===== config.mk =====
export PLATFORM = sky130hd
export DESIGN_NAME = breath_pwm_multi
export DESIGN_NICKNAME = d
export VERILOG_FILES = /design/src/rtl/breath_pwm_multi.sv
export SDC_FILE = /design/constraint.sdc
export NUM_CORES = 1
export LEC_CHECK = 0
export ABC_AREA = 0
export BUFFER_PORTS_ARGS = -buffer_cell sky130_fd_sc_hd__buf_2
export CAP_MARGIN = 20
export CORE_ASPECT_RATIO = 0.9
export CORE_UTILIZATION = 68
export CTS_CLUSTER_DIAMETER = 30
export DETAILED_ROUTE_END_ITERATION = 7
export PLACE_DENSITY_LB_ADDON = 0.2
export SYNTH_ARGS = -nofsm -noshare
export SYNTH_HDL_FRONTEND = slang
export SYNTH_SLANG_ARGS = --single-unit
export TNS_END_PERCENT = 10

===== constraint.sdc =====
create_clock -name clk -period 2.5 [get_ports clk]
set_input_delay 0.5 -clock clk [delete_from_list [all_inputs] [get_ports clk]]
set_output_delay 0.5 -clock clk [all_outputs]
set_load 0.05 [all_outputs]

===== src/rtl/breath_pwm_multi.sv =====
// Multi-channel breathing-LED PWM: one shared counter, per-channel staggered duty ramps.
// Optional gamma mapping of the duty is built when BREATH_PWM_GAMMA_EN is defined.
module breath_pwm_multi #(
  parameter int WIDTH    = 6,
  parameter int CHANNELS = 4,
  parameter int STEP_DIV = 1
) (
  input  logic                clk,
  input  logic                reset,
  input  logic                enable,
  input  logic                mode,
  output logic [CHANNELS-1:0] pwm_out,
  output logic                period_tick
);

  localparam logic [WIDTH-1:0] MAX      = {WIDTH{1'b1}};
  localparam int               DIV_W    = (STEP_DIV > 1) ? $clog2(STEP_DIV) : 1;
  localparam logic [DIV_W-1:0] DIV_LAST = DIV_W'(STEP_DIV - 1);

  // Evenly spread starting duties so the channels breathe out of phase.
  function automatic logic [WIDTH-1:0] init_duty(input int i);
    return WIDTH'((i * (1 << WIDTH)) / CHANNELS);
  endfunction

  logic [WIDTH-1:0]    cnt;
  logic [DIV_W-1:0]    div;
  logic [WIDTH-1:0]    duty     [CHANNELS];
  logic [WIDTH-1:0]    duty_nxt [CHANNELS];
  logic [WIDTH-1:0]    eff      [CHANNELS];
  logic [CHANNELS-1:0] dir;
  logic [CHANNELS-1:0] dir_nxt;
  logic [CHANNELS-1:0] cmp;
  logic                cnt_at_max;
  logic                step;

  assign cnt_at_max = (cnt == MAX);
  assign step       = enable && cnt_at_max && (div == DIV_LAST);

  // NOTE: every output of a combinational block gets a default first, so no path leaves it unassigned and no latch is inferred.
  always_comb begin
    for (int i = 0; i < CHANNELS; i++) begin
      duty_nxt[i] = duty[i];
      dir_nxt[i]  = dir[i];
      if (step) begin
        if (mode) begin
          duty_nxt[i] = duty[i] + WIDTH'(1);
          dir_nxt[i]  = 1'b0;
        end else if (!dir[i]) begin
          if (duty[i] == MAX) begin
            duty_nxt[i] = MAX - WIDTH'(1);
            dir_nxt[i]  = 1'b1;
          end else begin
            duty_nxt[i] = duty[i] + WIDTH'(1);
          end
        end else begin
          if (duty[i] == '0) begin
            duty_nxt[i] = WIDTH'(1);
            dir_nxt[i]  = 1'b0;
          end else begin
            duty_nxt[i] = duty[i] - WIDTH'(1);
          end
        end
      end
    end
  end

  for (genvar g = 0; g < CHANNELS; g++) begin : g_eff
`ifdef BREATH_PWM_GAMMA_EN
    logic [2*WIDTH-1:0] prod;
    assign prod   = (2*WIDTH)'(duty[g]) * (2*WIDTH)'(duty[g]);
    assign eff[g] = prod[2*WIDTH-1:WIDTH];
`else
    assign eff[g] = duty[g];
`endif
  end

  always_comb begin
    for (int i = 0; i < CHANNELS; i++) begin
      cmp[i] = (cnt < eff[i]);
    end
  end

  // NOTE: sequential state uses non-blocking assignments so every register samples pre-edge values.
  always_ff @(posedge clk) begin
    if (reset) begin
      cnt         <= '0;
      div         <= '0;
      dir         <= '0;
      pwm_out     <= '0;
      period_tick <= 1'b0;
      for (int i = 0; i < CHANNELS; i++) begin
        duty[i] <= init_duty(i);
      end
    end else begin
      pwm_out     <= enable ? cmp : '0;
      period_tick <= enable && cnt_at_max;
      if (enable) begin
        cnt <= cnt + WIDTH'(1);
        if (cnt_at_max) begin
          div <= (div == DIV_LAST) ? '0 : div + DIV_W'(1);
        end
      end
      dir <= dir_nxt;
      for (int i = 0; i < CHANNELS; i++) begin
        duty[i] <= duty_nxt[i];
      end
    end
  end

endmodule


; ---- Word level (Yosys, flattened, before mapping)
; Memories as Yosys holds them, arrays and structs flattened.
; Index checks and enable logic that the tools add are counted.
[op_classes]
n_lt_le_gt_ge = 4
n_eq_ne = 5
add_sub_neg = 10
n_reduce_logical = 8
bitwise_logic = 6
mux = 44
[op_table]
columns = op, count
row1 = 6-bit 2-to-1 mux, 24
row2 = "6-bit by 1-bit adder with 6-bit output, second input constant", 5
row3 = "6-bit == test, second input constant", 5
row4 = 6-bit zero test, 4
row5 = 6-bit less-than comparator, 4
row6 = "6-bit by 1-bit subtractor with 6-bit output, second input constant", 4
row7 = 1-bit 2-to-1 mux, 20
row8 = 1-bit bitwise OR, 4
row9 = 1-bit logical AND, 2
row10 = 1-bit NOT, 2
row11 = 2-bit AND reduction, 1
row12 = 2-bit OR reduction, 1
row13 = "1-bit adder, second input constant", 1
[totals]
mem_bits_rw = 24
n_memories = 1
regBits = 16
inputBits = 4
out_inout_bits = 5
wordCells = 83
[memory_table]
columns = memory, words, width, read_ports, rd_clocked_by_memory_dff, write_ports, line
row1 = duty, 4, 6, 4, 0, 4, 27  ; logic [WIDTH-1:0] duty [CHANNELS];

; ---- Longest topological paths before layout
[logic_depth]
ltp_word = 6
ltp_mapped = 8
depth_no_buf = 7

; ---- Worst setup path before layout
; Ideal clock, no wire load.
[synth_timing]
path_type = reg-to-reg
startpoint = register cnt[1]
endpoint = memory duty[2][5]
period_less_slack_ns = 1.678
path_buffers = 1
stages_incl_launch_ff = 7
t_required_ns = 2.371
setup_ns = 0.129
t_arrival_ns = 1.549
setup_slack_ns = 0.822
cell_sequence = dfxtp_1 ha_1 nand3_2 or2_1 buf_2 a2111oi_0 o21ai_0
[synth_lines]
columns = element, line
row1 = from (decl), 25  ; logic [WIDTH-1:0] cnt;
row2 = from (signal assigned), 98  ; cnt <= cnt + WIDTH'(1);
row3 = to (decl), 27

==> run_results.csv <==
group,metric,value,unit
detailed_routing,vias,2993,
floorplanning,core_area,0.004184,mm²
sta,setup_viol,0,
final_layout,area_growth,3.516,%
clock_tree,cts_hold_buffers,0,
setup_path,critPathRequiredTime,2.66,ns
setup_path,crit_family,"compound AO/OA/AOI/OAI gates",
sta,fmax,0.4976,GHz
final_layout,fillers,334,
synth,synth-warning-count,0,
global_route,first_global_vias,2801,
synth,synth_fp_nets,429,
global_route,grt_pass1_wl,13020,µm
placement,place_hpwl,5218,µm
clock_tree,cts_made_buffers,5,
detailed_routing,ant_nets,0,
setup_path,crit_path_start_kind,"register",
sta,slew_violations,0,
synth,synth_area_per_cell,7.807,µm²
synth,ys_ff_latch,39,
final_layout,diodes,0,
setup_path,critPathKind,"register to register",
placement,gp_congestion,0.8968,
synth,yosysUniqueCellTypes,58,
synth,synth_edf_count,0,
floorplanning,rows,22,
sta,post-route-period-util,80.39,%
sta,layout_min_cycle_time,2.010,ns
setup_path,cp_slowest_cell,"dfxtp_1",
final_layout,layout_commonest_cell,"dfxtp_1",
synth,synth.cell_area,0.003060,mm²
clock_tree,clkTransAtPathRegs,0.07,ns
detailed_routing,wl_per_cell,16.77,µm
clock_tree,clock_latency,0.29,ns
clock_tree,post_cts_resized,0,
floorplanning,die_y,65.65,µm
global_route,antenna_found_initial,0,
setup_path,cp.arrival,2.17,ns
synth,syn-instance-count,392,
floorplanning,die_area,0.004773,mm²
sta,finClkSkew,0.006457,ns
global_route,grt_max_degree,21,
pwr,power_leakage,1.178,nW
sta,rsz0062_at_grt,"false",
detailed_routing,drtIter0Drc,299,
synth,synthArstFlopShare,0,%
floorplanning,start_util,73.15,%
setup_path,cp-end-kind,"register",
sta,worstMarginPinSlew,0.5145,ns
clock_tree,cts_setup_buffers,0,
clock_tree,max-clock-path-buffers,2,
floorplanning,dieWidth,72.72,µm
clock_tree,numClockSinks,39,
global_route,grt_overflow,0,
placement,portBuffers,8,
flow_run,maxCapViolations,0,
detailed_routing,drt_first_pass_iters,6,
detailed_routing,wl,7547,µm
final_layout,final_cell_mix,"dfxtp_1, nand2_1, ha_1",
sta,maxSlewHeadroom,64.81,%
setup_path,path_buf_inv,1,
worst_hold_path,hold_path.class,"register to register",
floorplanning,ios,9,
clock_tree,htreeDepth,2,
sta,finalHoldViolCount,0,
synth,ys_seq_area_share,25.51,%
synth,ys.flop_type,"dfxtp_1",
sta,setup-tns-final,0,ns
clock_tree,clock-root-buffer,"clkbuf_8",
clock_tree,cts_tree,"built",
setup_path,worst_path_largest_cell_delay,0.50,ns
final_layout,fin_nets,428,
detailed_routing,route.detailed.drc,0,
global_route,grt_usage,34.70,%
run_status,status,"complete, no violations",
sta,hold_slack,0.5396,ns
pwr,p_per_area,355.9,mW/mm²
detailed_routing,viasPerCell,6.651,
final_layout,drive_gt1_share,7.436,%
setup_path,crit_path_max_fanout,15,
setup_path,cp_cell_sequence,"ha_1 -> nand3_2 -> or2_1 -> buf_4 -> a2111oi_0 -> a211oi_1",
pwr,ir_drop,0.3789,mV
area by class of cell:
type	count	area [µm²]	share of cell area, %
inverters	30	112.6	3.555
repair buffers	14	85.08	2.686
multi-input cells	301	2042	64.45
clock buffers	6	72.57	2.291
flip-flops and latches	39	780.7	24.64
well taps	60	75.07	2.370
logic make-up (layout without fill, tap and decap cells):
group / count (synthesis) / count (layout) / synth area share [%]
fa+ha+maj: 33 / 33 / 13.49
buf+inv: 52 / 50 / 7.768
simple gates: 148 / 148 / 24.78
flops: 39 / 39 / 25.51
compound gates: 101 / 101 / 22.98
mux: 1 / 1 / 0.3271
xor+xnor: 18 / 18 / 5.152
synthesized netlist by cell type, types with 2 or more instances:
master / number / area [µm²]
nor4_1: 6 / 37.54
a221oi_1: 3 / 26.28
nand4_1: 8 / 50.05
dfxtp_1: 39 / 780.8
a32o_1: 2 / 20.02
a221o_1: 2 / 20.02
and3_2: 2 / 15.01
ha_1: 33 / 412.9
nor2b_1: 4 / 25.02
nand3b_1: 2 / 15.01
o21ai_0: 20 / 100.1
nor3_1: 15 / 75.07
a31o_2: 2 / 17.52
a2111oi_0: 2 / 17.52
o21a_1: 4 / 30.03
nand2_1: 34 / 127.6
a21o_1: 12 / 90.09
inv_1: 30 / 112.6
or3_1: 4 / 25.02
a21oi_1: 18 / 90.09
nand2b_1: 5 / 31.28
o31ai_1: 3 / 22.52
a211oi_1: 2 / 15.01
xnor2_1: 15 / 131.4
xor2_1: 3 / 26.28
a211o_1: 4 / 35.03
a311oi_1: 2 / 17.52
nand3_1: 21 / 105.1
nand4b_1: 3 / 26.28
buf_2: 7 / 35.03
o211ai_1: 3 / 22.52
a21boi_0: 2 / 15.01
nor2_1: 30 / 112.6
a22oi_1: 2 / 15.01
clkbuf_1: 9 / 33.78
a31oi_1: 9 / 56.30
and4_1: 2 / 17.52
buf_6: 3 / 33.78
and3_1: 4 / 25.02
buf_4: 3 / 22.52
metrics by stage:
step / total power, W / std cells / instance area, µm² / setup WS, ns / utilization, %
6_report: 0.001128 / 450 / 3168 / 0.4903 / 75.72
5_1_grt: 0.001167 / 450 / 3168 / 0.3947 / 75.72
4_1_cts: 0.001130 / 450 / 3168 / 0.5342 / 75.72
3_5_place_dp: 0.0007322 / 444 / 3095 / 0.5399 / 73.98
3_3_place_gp: 0.0007283 / 444 / 3095 / 0.6069 / 73.98
2_1_floorplan: 0.0007122 / 392 / 3060 / 0.8221 / -
path summary, 6_finish.rpt:
check | startpoint | to | slack [ns] | depth (start not counted)
max | cnt[1] | duty[1][1] | 0.49 | 6
max reg2reg | cnt[1] | duty[1][1] | 0.49 | 6
min reg2reg | dir[3] | dir[3] | 0.54 | 2
min | dir[3] | dir[3] | 0.54 | 2
flip-flops by register name, summed over array words and instances (netlist names):
signal,count
pwm_out,4
duty,24
dir,4
cnt,6
period_tick,1
where the power goes:
group	leakage [nW]	internal (W)	switching [W]	total (W)
registers	0.315	0.000627	0.00000858	0.000636
clock network	0.0371	0.000186	0.000222	0.000408
logic	0.826	0.0000336	0.0000497	0.0000833
total	1.18	0.000847	0.000280	0.00113
per-layer routing:
| layer | global-route usage (%) | vias up | routed length, µm |
|---|---|---|---|
| li1 | - | 1412 | - |
| met1 | 47.64 | 1399 | 3361 |
| met2 | 55.49 | 161 | 3405 |
| met3 | 5.368 | 21 | 657 |
| met4 | 11.27 | 0 | 123 |
| met5 | 0 | - | 0 |
tightest hold or removal path, stage by stage, from the launching register on:
cell and delay (ns):
dfxtp_1 0.36, nand2_1 0.07, a21oi_1 0.06
(Power assumes the default switching activity.)
